**src/rtl/instruction_fetch_unit_if.sv**
```systemverilog
// Phase, instruction-memory, redirect and IF/ID signals of the fetch stage.
// Defining FETCH_COUNT_EN adds the fetch_count output.
interface instruction_fetch_unit_if;
  logic [4:0]  phasecounter;
  logic [15:0] imem_addr;
  logic [15:0] imem_data;
  logic        branch_taken;
  logic [15:0] branch_target;
  logic        halt;
  logic [3:0]  cond_in;
  logic [15:0] pc;
  logic [15:0] command;
  logic [3:0]  cond;
  logic        fetch_valid;
  logic        halted;
`ifdef FETCH_COUNT_EN
  logic [15:0] fetch_count;
`endif

  modport master (
    input  phasecounter, imem_data, branch_taken, branch_target, halt, cond_in,
`ifdef FETCH_COUNT_EN
    output fetch_count,
`endif
    output imem_addr, pc, command, cond, fetch_valid, halted
  );

  modport slave (
    output phasecounter, imem_data, branch_taken, branch_target, halt, cond_in,
`ifdef FETCH_COUNT_EN
    input  fetch_count,
`endif
    input  imem_addr, pc, command, cond, fetch_valid, halted
  );
endinterface

```
**src/rtl/instruction_fetch_unit.sv**
```systemverilog
// Fetch stage: owns the PC, fetches on the WB phase and absorbs redirects/halt.
// Defining FETCH_COUNT_EN adds a saturating count of performed fetches.
module instruction_fetch_unit (
  input logic                      clock,
  input logic                      reset,
  instruction_fetch_unit_if.master bus
);

  typedef enum logic {RUN = 1'b0, HALTED = 1'b1} state_t;

  state_t      state_reg;
  logic [15:0] pc_reg;
  logic [15:0] tgt_reg;
  logic        pend_reg;
  logic [15:0] command_reg;
  logic [3:0]  cond_reg;
  logic        fetch_valid_reg;
  logic        halted_reg;
  logic [15:0] fetch_addr;
  logic        phase_unused;

  // A live redirect beats a remembered one, which beats sequential flow.
  assign fetch_addr = bus.branch_taken ? bus.branch_target :
                      (pend_reg ? tgt_reg : pc_reg);

  // Only the WB bit of the phase vector matters here.
  assign phase_unused = ^bus.phasecounter[3:0];

  always_ff @(posedge clock or negedge reset) begin
    if (!reset) begin
      state_reg       <= RUN;
      pc_reg          <= 16'h0000;
      tgt_reg         <= 16'h0000;
      pend_reg        <= 1'b0;
      command_reg     <= 16'h0000;
      cond_reg        <= 4'h0;
      fetch_valid_reg <= 1'b0;
      halted_reg      <= 1'b0;
    end else begin
      case (state_reg)
        RUN: begin
          if (bus.phasecounter[4]) begin
            if (bus.halt) begin
              state_reg       <= HALTED;
              halted_reg      <= 1'b1;
              fetch_valid_reg <= 1'b0;
            end else begin
              command_reg     <= bus.imem_data;
              pc_reg          <= fetch_addr + 16'd1;
              cond_reg        <= bus.cond_in;
              fetch_valid_reg <= 1'b1;
              pend_reg        <= 1'b0;
            end
          end else if (bus.branch_taken) begin
            pend_reg <= 1'b1;
            tgt_reg  <= bus.branch_target;
          end
        end
        default: begin
        end
      endcase
    end
  end

  // The pc output always equals the internal program counter.
  assign bus.imem_addr   = fetch_addr;
  assign bus.pc          = pc_reg;
  assign bus.command     = command_reg;
  assign bus.cond        = cond_reg;
  assign bus.fetch_valid = fetch_valid_reg;
  assign bus.halted      = halted_reg;

`ifdef FETCH_COUNT_EN
  logic [15:0] fetch_count_reg;

  always_ff @(posedge clock or negedge reset) begin
    if (!reset) begin
      fetch_count_reg <= 16'h0000;
    end else if (bus.phasecounter[4] && (state_reg == RUN) && !bus.halt &&
                 (fetch_count_reg != 16'hFFFF)) begin
      fetch_count_reg <= fetch_count_reg + 16'd1;
    end
  end

  assign bus.fetch_count = fetch_count_reg;
`endif

endmodule

```
**src/flat_wrapper.sv**
```systemverilog
// flat-port wrapper written by rule: the top's interface ports become plain ports
module instruction_fetch_unit_flat 
  (clock, reset, bus_phasecounter, bus_imem_data, bus_branch_taken, bus_branch_target, bus_halt, bus_cond_in, bus_imem_addr, bus_pc, bus_command, bus_cond, bus_fetch_valid, bus_halted);
  instruction_fetch_unit_if bus_i ();
  input logic clock;
  input logic reset;
  input wire logic [$bits(bus_i.phasecounter)-1:0] bus_phasecounter;
  input wire logic [$bits(bus_i.imem_data)-1:0] bus_imem_data;
  input wire logic [$bits(bus_i.branch_taken)-1:0] bus_branch_taken;
  input wire logic [$bits(bus_i.branch_target)-1:0] bus_branch_target;
  input wire logic [$bits(bus_i.halt)-1:0] bus_halt;
  input wire logic [$bits(bus_i.cond_in)-1:0] bus_cond_in;
  output wire logic [$bits(bus_i.imem_addr)-1:0] bus_imem_addr;
  output wire logic [$bits(bus_i.pc)-1:0] bus_pc;
  output wire logic [$bits(bus_i.command)-1:0] bus_command;
  output wire logic [$bits(bus_i.cond)-1:0] bus_cond;
  output wire logic [$bits(bus_i.fetch_valid)-1:0] bus_fetch_valid;
  output wire logic [$bits(bus_i.halted)-1:0] bus_halted;
  assign bus_i.phasecounter = bus_phasecounter;
  assign bus_i.imem_data = bus_imem_data;
  assign bus_i.branch_taken = bus_branch_taken;
  assign bus_i.branch_target = bus_branch_target;
  assign bus_i.halt = bus_halt;
  assign bus_i.cond_in = bus_cond_in;
  assign bus_imem_addr = bus_i.imem_addr;
  assign bus_pc = bus_i.pc;
  assign bus_command = bus_i.command;
  assign bus_cond = bus_i.cond;
  assign bus_fetch_valid = bus_i.fetch_valid;
  assign bus_halted = bus_i.halted;
  instruction_fetch_unit u_core (.clock(clock), .reset(reset), .bus(bus_i));
endmodule
```
**config.mk**
```make
export PLATFORM = sky130hd
export DESIGN_NAME = instruction_fetch_unit_flat
export DESIGN_NICKNAME = d
export VERILOG_FILES = /design/src/rtl/instruction_fetch_unit_if.sv /design/src/rtl/instruction_fetch_unit.sv /design/src/flat_wrapper.sv
export SDC_FILE = /design/constraint.sdc
export NUM_CORES = 1
export LEC_CHECK = 0
export CAP_MARGIN = 30
export CELL_PAD_IN_SITES_DETAIL_PLACEMENT = 0
export CELL_PAD_IN_SITES_GLOBAL_PLACEMENT = 1
export CORE_ASPECT_RATIO = 0.6
export CORE_MARGIN = 2
export CORE_UTILIZATION = 34
export CTS_CLUSTER_SIZE = 25
export DETAILED_ROUTE_END_ITERATION = 8
export GPL_ROUTABILITY_DRIVEN = 0
export GPL_TIMING_DRIVEN = 0
export PLACE_DENSITY_LB_ADDON = 0.3
export SLEW_MARGIN = 20
export SYNTH_ARGS = -nofsm -noshare
export SYNTH_HDL_FRONTEND = slang
export SYNTH_SLANG_ARGS = --single-unit
export TNS_END_PERCENT = 30
```
**constraint.sdc**
```tcl
create_clock -name clock -period 2.1 [get_ports clock]
set_input_delay 0.315 -clock clock [delete_from_list [all_inputs] [get_ports clock]]
set_output_delay 0.315 -clock clock [all_outputs]
set_load 0.03 [all_outputs]
```
* Yosys cells after proc, flatten, opt, wreduce, memory -nomap -nowiden
Cells that the tools add are included.
** Cells by class
- $add $sub $neg :: 1
- Multiply operators :: 0
- Divide/modulo/power cells :: 0
- Magnitude comparators :: 0
- Eq/ne operators :: 1
- Shift-type cells :: 0
- Mux-type cells :: 9
- Bitwise gates (word level) :: 3
- Reductions and logical operators :: 6
** Operators with widths (number)
- 16-bit 2-to-1 mux :: 2
- 16-bit by 1-bit adder with 16-bit output (second input constant) :: 1
- 3-bit AND reduction :: 4
- 1-bit 2-to-1 mux :: 7
- 1-bit inverter :: 3
- 2-bit inequality test (second input constant) :: 1
- 2-bit AND reduction :: 1
- 2-bit nonzero test :: 1
** Storage, ports and cells
- Flip-flop bits (word level) :: 56
- Bits in latches :: 0
- Memory bits (writable) :: 0
- Memory bits (read-only) :: 0
- Bits of input ports :: 45
- Word-level logic and storage cells :: 28
- Memories kept :: 0

* Longest topological paths before layout
- Depth in word-level cells :: 3
- Gate-level depth with buffers :: 9

* Least setup slack after synthesis
Ideal clock, no wire load.
- Path type :: reg2reg
- Start :: register u_core.pc_reg[0], in the netlist u_core.bus.pc[0]
- End :: register u_core.pc_reg[10], in the netlist u_core.bus.pc[10]
- Arrival time :: 2407 ps
- Setup slack :: -438 ps
- Stages on the path, launching flop included :: 8
- Path through :: dfrtp_1 > mux2i_1 > o21ai_0 > ha_1 > nand4b_1 > nor3_1 > xnor2_1 > o21ai_1
** Between the ends
- Longest elaborated chain between the ends :: 3
** RTL lines
- start: declaration :: RTL line instruction_fetch_unit.sv:12 : logic [15:0] pc_reg;
- start signal: assignment :: RTL line instruction_fetch_unit.sv:49 : pc_reg <= fetch_addr + 16'd1;
- 16-bit 2-to-1 mux :: RTL line instruction_fetch_unit.sv:24 : (pend_reg ? tgt_reg : pc_reg);
- 16-bit 2-to-1 mux :: RTL line instruction_fetch_unit.sv:23 : assign fetch_addr = bus.branch_taken ? bus.branch_target :
- named net bus_imem_addr[0] :: RTL line flat_wrapper.sv:13 : output wire logic [$bits(bus_i.imem_addr)-1:0] bus_imem_addr;
- 16-bit by 1-bit adder with 16-bit output :: RTL line instruction_fetch_unit.sv:49
The timed path passes the listed nets, and every way through them passes these cells.
A chain may end at the register's enable or synchronous reset.

* Worst setup path in the final report
- Start :: register u_core.pend_reg
- End :: output bus_imem_addr[11]
** Between the ends
- Longest elaborated chain between the ends :: 2
** RTL lines
- start: declaration :: RTL line instruction_fetch_unit.sv:14 : logic pend_reg;
- start signal: assignment :: RTL line instruction_fetch_unit.sv:34 : pend_reg <= 1'b0;
- start signal: assignment :: RTL line instruction_fetch_unit.sv:52 : pend_reg <= 1'b0;
- start signal: assignment :: RTL line instruction_fetch_unit.sv:55 : pend_reg <= 1'b1;
- 16-bit 2-to-1 mux :: RTL line instruction_fetch_unit.sv:24
- 16-bit 2-to-1 mux :: RTL line instruction_fetch_unit.sv:23
- end: declaration :: RTL line flat_wrapper.sv:13
Every way passes these cells.

==> flow_results.org <==
** Floorplan
- After floorplanning, the core was sized to cover approximately 7900 um2.
- Die Footprint :: 9060 um2
- Measured along the y axis, the die boundary spans about 75 um.
- Initial core utilization :: 0.355
- Num ports :: 99
- In this run the core area contains 25 standard-cell rows.
- DIE WIDTH :: 122 um

** GRT
- Entering global routing, the biggest net connects 45 pins.
- The number of antenna violations at the first check in global routing is 0.
- Global-route wire length before repair :: 12400 um
- Global-route usage over all layers :: 0.182
- Grt ovf :: 0
- The via count of the first global-routing pass was 2268.

** Synth
- Of the post-synthesis cell area, the dominant cell type holds 0.497.
- Synth Flop Type :: sky130_fd_sc_hd__dfrtp_1
- For this run, the number of Yosys warnings is 0.
- Number of synthesized flops with an enable pin :: 0
- Synthesis-stage register bit count :: 56
- Synthesis produced a netlist with a net count of 329.
- In the synthesized netlist the async set-or-reset flop fraction comes to 1.00.
- Number of standard cells after synthesis :: 283
- Netlist cell types :: 42
- Most common cell in the netlist :: sky130_fd_sc_hd__nand2_1
- Of all cell types, the one taking the most synthesized area is sky130_fd_sc_hd__dfrtp_1.
- Fraction of the yosys area taken by sequential cells :: 0.497
- Ranked by instance count, the synthesized netlist is headed by 93 x sky130_fd_sc_hd__nand2_1, 56 x sky130_fd_sc_hd__dfrtp_1, 17 x sky130_fd_sc_hd__mux2_2, 14 x sky130_fd_sc_hd__mux2i_1, 11 x sky130_fd_sc_hd__o21ai_0.
- Synthesized area :: 2820 um2
- Synth Area per Inst :: 9.96 um2
- Cell types with the largest area share after synthesis :: sky130_fd_sc_hd__dfrtp_1 50%, sky130_fd_sc_hd__nand2_1 12%, sky130_fd_sc_hd__mux2_2 6.8%

** Worst setup path
- Reg2Reg Depth :: 8
- CP max-delay cell :: sky130_fd_sc_hd__dfrtp_1
- Ordered cell list for the critical path :: buf_6, buf_12, mux2i_1, o21ai_2, clkdlybuf4s15_2
- Worst endpoint data arrival time :: 1.75 ns
- In this run the critical register-to-register path is launched from u_core.pend_reg$_DFFE_PN0P_.
- Crit path buf inv count :: 3
- Register-to-register setup slack :: 0.04 ns
- Crit. End Element :: primary output
- The endpoint identified for the worst register-to-register timing path is u_core.bus.pc[13]$_DFFE_PN0P_.
- In this run the worst path has a maximum fanout of 9.
- Critical path class :: flop to primary output
- Delay of the slowest cell on the worst path :: 0.38 ns
- Cell family contributing the most delay on the critical path :: buffers and inverters
- For the worst setup path, the data required time is 1.78 ns.
- The worst setup path is launched from a flop.

** Pwr
- Power per cell area :: 921 nW/um2
- Leakage component of the power :: 0.00196 uW
- Worst supply voltage drop on vdd :: 0.389 mV

** Drt
- Before antenna repair, the detailed router went through 4 iterations.
- The routed layout has 2449 vias.
- DR vias/cell :: 4.82
- In the final routed layout, each cell accounts on average for 16.2 um.
- Final routed wirelength across all metal layers :: 8250 um
- In this run the remaining antenna-violating nets after routing total 0.
- Drt initial violations :: 96
- Number of remaining DRC errors :: 0

** STA
- Measured slew at the worst slew-check pin :: just under 0.6 ns
- Final WS setup :: 0.0362 ns
- The final number of hold-violating endpoints came to 0.
- Count of pins over their slew limit :: 0
- Unrepaired setup endpoints after global routing :: true
- Period utilisation layout :: 0.983
- The clock arrives with about 0.0089 ns of skew.
- The worst pin sits at a relative slew slack of 0.604.
- The worst path in the final design needs a cycle of 2.06 ns, including I/O delays and setup.
- Setup violations remaining at the end of the flow were counted as 0.
- Based on the critical path, the design can be clocked at up to a little under 500 MHz.
- On the final layout, the worst hold slack is 0.405 ns.

** Worst hold path
- Class of the most critical hold timing path :: input port to async pin

** Clock tree
- Insertion delay of the later-clocked pin in the worst-skew pair :: 0.30 ns
- The clock passes through at most 2 buffers.
- H-Tree Level Count :: 2
- The clock drives 56 sinks.
- TritonCTS built the clock tree.
- Worst-path clk slew :: 0.08 ns
- The tree is rooted in a sky130_fd_sc_hd__clkbuf_16.
- Buffers inserted during clock tree synthesis total 5.

** Final layout
- The number of antenna diodes in the final layout is 0.
- Of the cells placed in the final design, the portion with a size suffix greater than 1 is 0.215.
- The layout has 729 filler cells.
- At the end of the flow, the number of nets in the layout was 445.
- The area growth from synthesis to layout is 52.3%.

** Place
- PortBufs :: 94
- Pre-CTS WS :: -0.666 ns
- Final HPWL from detailed placement :: 5790 um

** Run status
- Run status :: finished clean

** Flow run
- Across the run, the number of max-cap violations was 0.
[worst max-delay path by stage]
stage                                      startpoint                             end  slack, ns  depth (start not counted)
after floorplan           u_core.pend_reg$_DFFE_PN0P_   u_core.bus.pc[10]$_DFFE_PN0P_      -0.04                          9
after global placement                          reset  u_core.bus.cond[3]$_DFFE_PN0P_      -1.23                          1
after CTS                 u_core.pend_reg$_DFFE_PN0P_                bus_imem_addr[9]      -0.11                          6
after detailed placement             bus_branch_taken   u_core.tgt_reg[3]$_DFFE_PN0P_      -0.67                          6
after global routing      u_core.pend_reg$_DFFE_PN0P_   u_core.bus.pc[14]$_DFFE_PN0P_      -0.09                         10
final                     u_core.pend_reg$_DFFE_PN0P_               bus_imem_addr[11]       0.04                          5
[layout by cell type, fill, tap and decap left out, types with 3 or more instances in the layout]
| master | netlist | final |
|---|---|---|
| sky130_fd_sc_hd__nand2_1 | 93 | 93 |
| sky130_fd_sc_hd__clkdlybuf4s50_1 | 0 | 76 |
| sky130_fd_sc_hd__dfrtp_1 | 56 | 56 |
| sky130_fd_sc_hd__mux2_2 | 17 | 17 |
| sky130_fd_sc_hd__buf_4 | 1 | 13 |
| sky130_fd_sc_hd__mux2i_1 | 14 | 11 |
| sky130_fd_sc_hd__o21ai_0 | 11 | 10 |
| sky130_fd_sc_hd__o21ai_2 | 7 | 9 |
| sky130_fd_sc_hd__clkbuf_1 | 8 | 8 |
| sky130_fd_sc_hd__xnor2_1 | 7 | 7 |
| sky130_fd_sc_hd__nand3_1 | 6 | 6 |
| sky130_fd_sc_hd__clkbuf_16 | 0 | 6 |
| sky130_fd_sc_hd__buf_2 | 3 | 6 |
| sky130_fd_sc_hd__buf_6 | 1 | 5 |
| sky130_fd_sc_hd__xor2_1 | 5 | 5 |
| sky130_fd_sc_hd__dlygate4sd2_1 | 0 | 5 |
| sky130_fd_sc_hd__mux2i_2 | 1 | 4 |
| sky130_fd_sc_hd__inv_1 | 6 | 4 |
| sky130_fd_sc_hd__nor2_1 | 4 | 4 |
| sky130_fd_sc_hd__o21ai_1 | 4 | 3 |
| sky130_fd_sc_hd__and2_1 | 4 | 3 |
| sky130_fd_sc_hd__clkdlybuf4s15_2 | 0 | 3 |
[what timing repair did]
item / 4_1_cts / 5_1_grt
resized for setup: 52 / 22
gates cloned: 0 / 1
endpoints found under the setup margin: 32 / 35
setup buffers: 4 / 8
pin swaps: 2 / 5
endpoints found under the hold margin: 12 / 0
hold buffers: 1 / 0
[cell type report]
cell class	instances	area, um2	area share
buffer	14	103	0.0239
clock inverter	1	30.0	0.00700
sequential	56	1400	0.327
multi-input combinational	206	1390	0.323
inverter	7	30.0	0.00700
clock buffer	7	153	0.0356
timing repair buffer	109	1050	0.246
tap	108	135	0.0315
[per-layer routing]
metal | vias up | track usage | part of all wire
li1 | 1191 | - | -
met1 | 1181 | 0.284 | 0.51
met2 | 68 | 0.252 | 0.42
met3 | 9 | 0.0475 | 0.057
met4 | 0 | 0.0332 | 0.0090
met5 | - | 0 | 0
[cells by family (layout without fill, tap and decap cells)]
group | after synthesis | count (layout) | synth area share
simple gates | 122 | 122 | 0.198
mux | 34 | 34 | 0.131
buf+inv | 21 | 138 | 0.0391
fa+ha+maj | 1 | 1 | 0.00444
xor+xnor | 12 | 12 | 0.0373
flops | 56 | 56 | 0.497
compound gates | 37 | 37 | 0.0928
[metrics by stage]
stage	setup TNS (ns)	total power, uW	utilization	instances	instance area, um2
after CTS	-0.354	3910	0.525	499	4170
final	0	3950	0.540	508	4290
after detailed placement	-18.95	2880	0.494	486	3930
after global placement	-87.18	2860	0.491	485	3900
after global routing	-0.582	4140	0.540	508	4290
after floorplan	-0.106	2260	-	283	2830
[report_power, final]
| group | leakage, uW | switching (uW) | total, uW | internal (uW) |
|---|---|---|---|---|
| combinational | 0.00116 | 855 | 1530 | 671 |
| clock | 0.0000901 | 389 | 1020 | 629 |
| sequential | 0.000707 | 130 | 1410 | 1280 |
No activity file was read; power rests on OpenSTA's default activity.
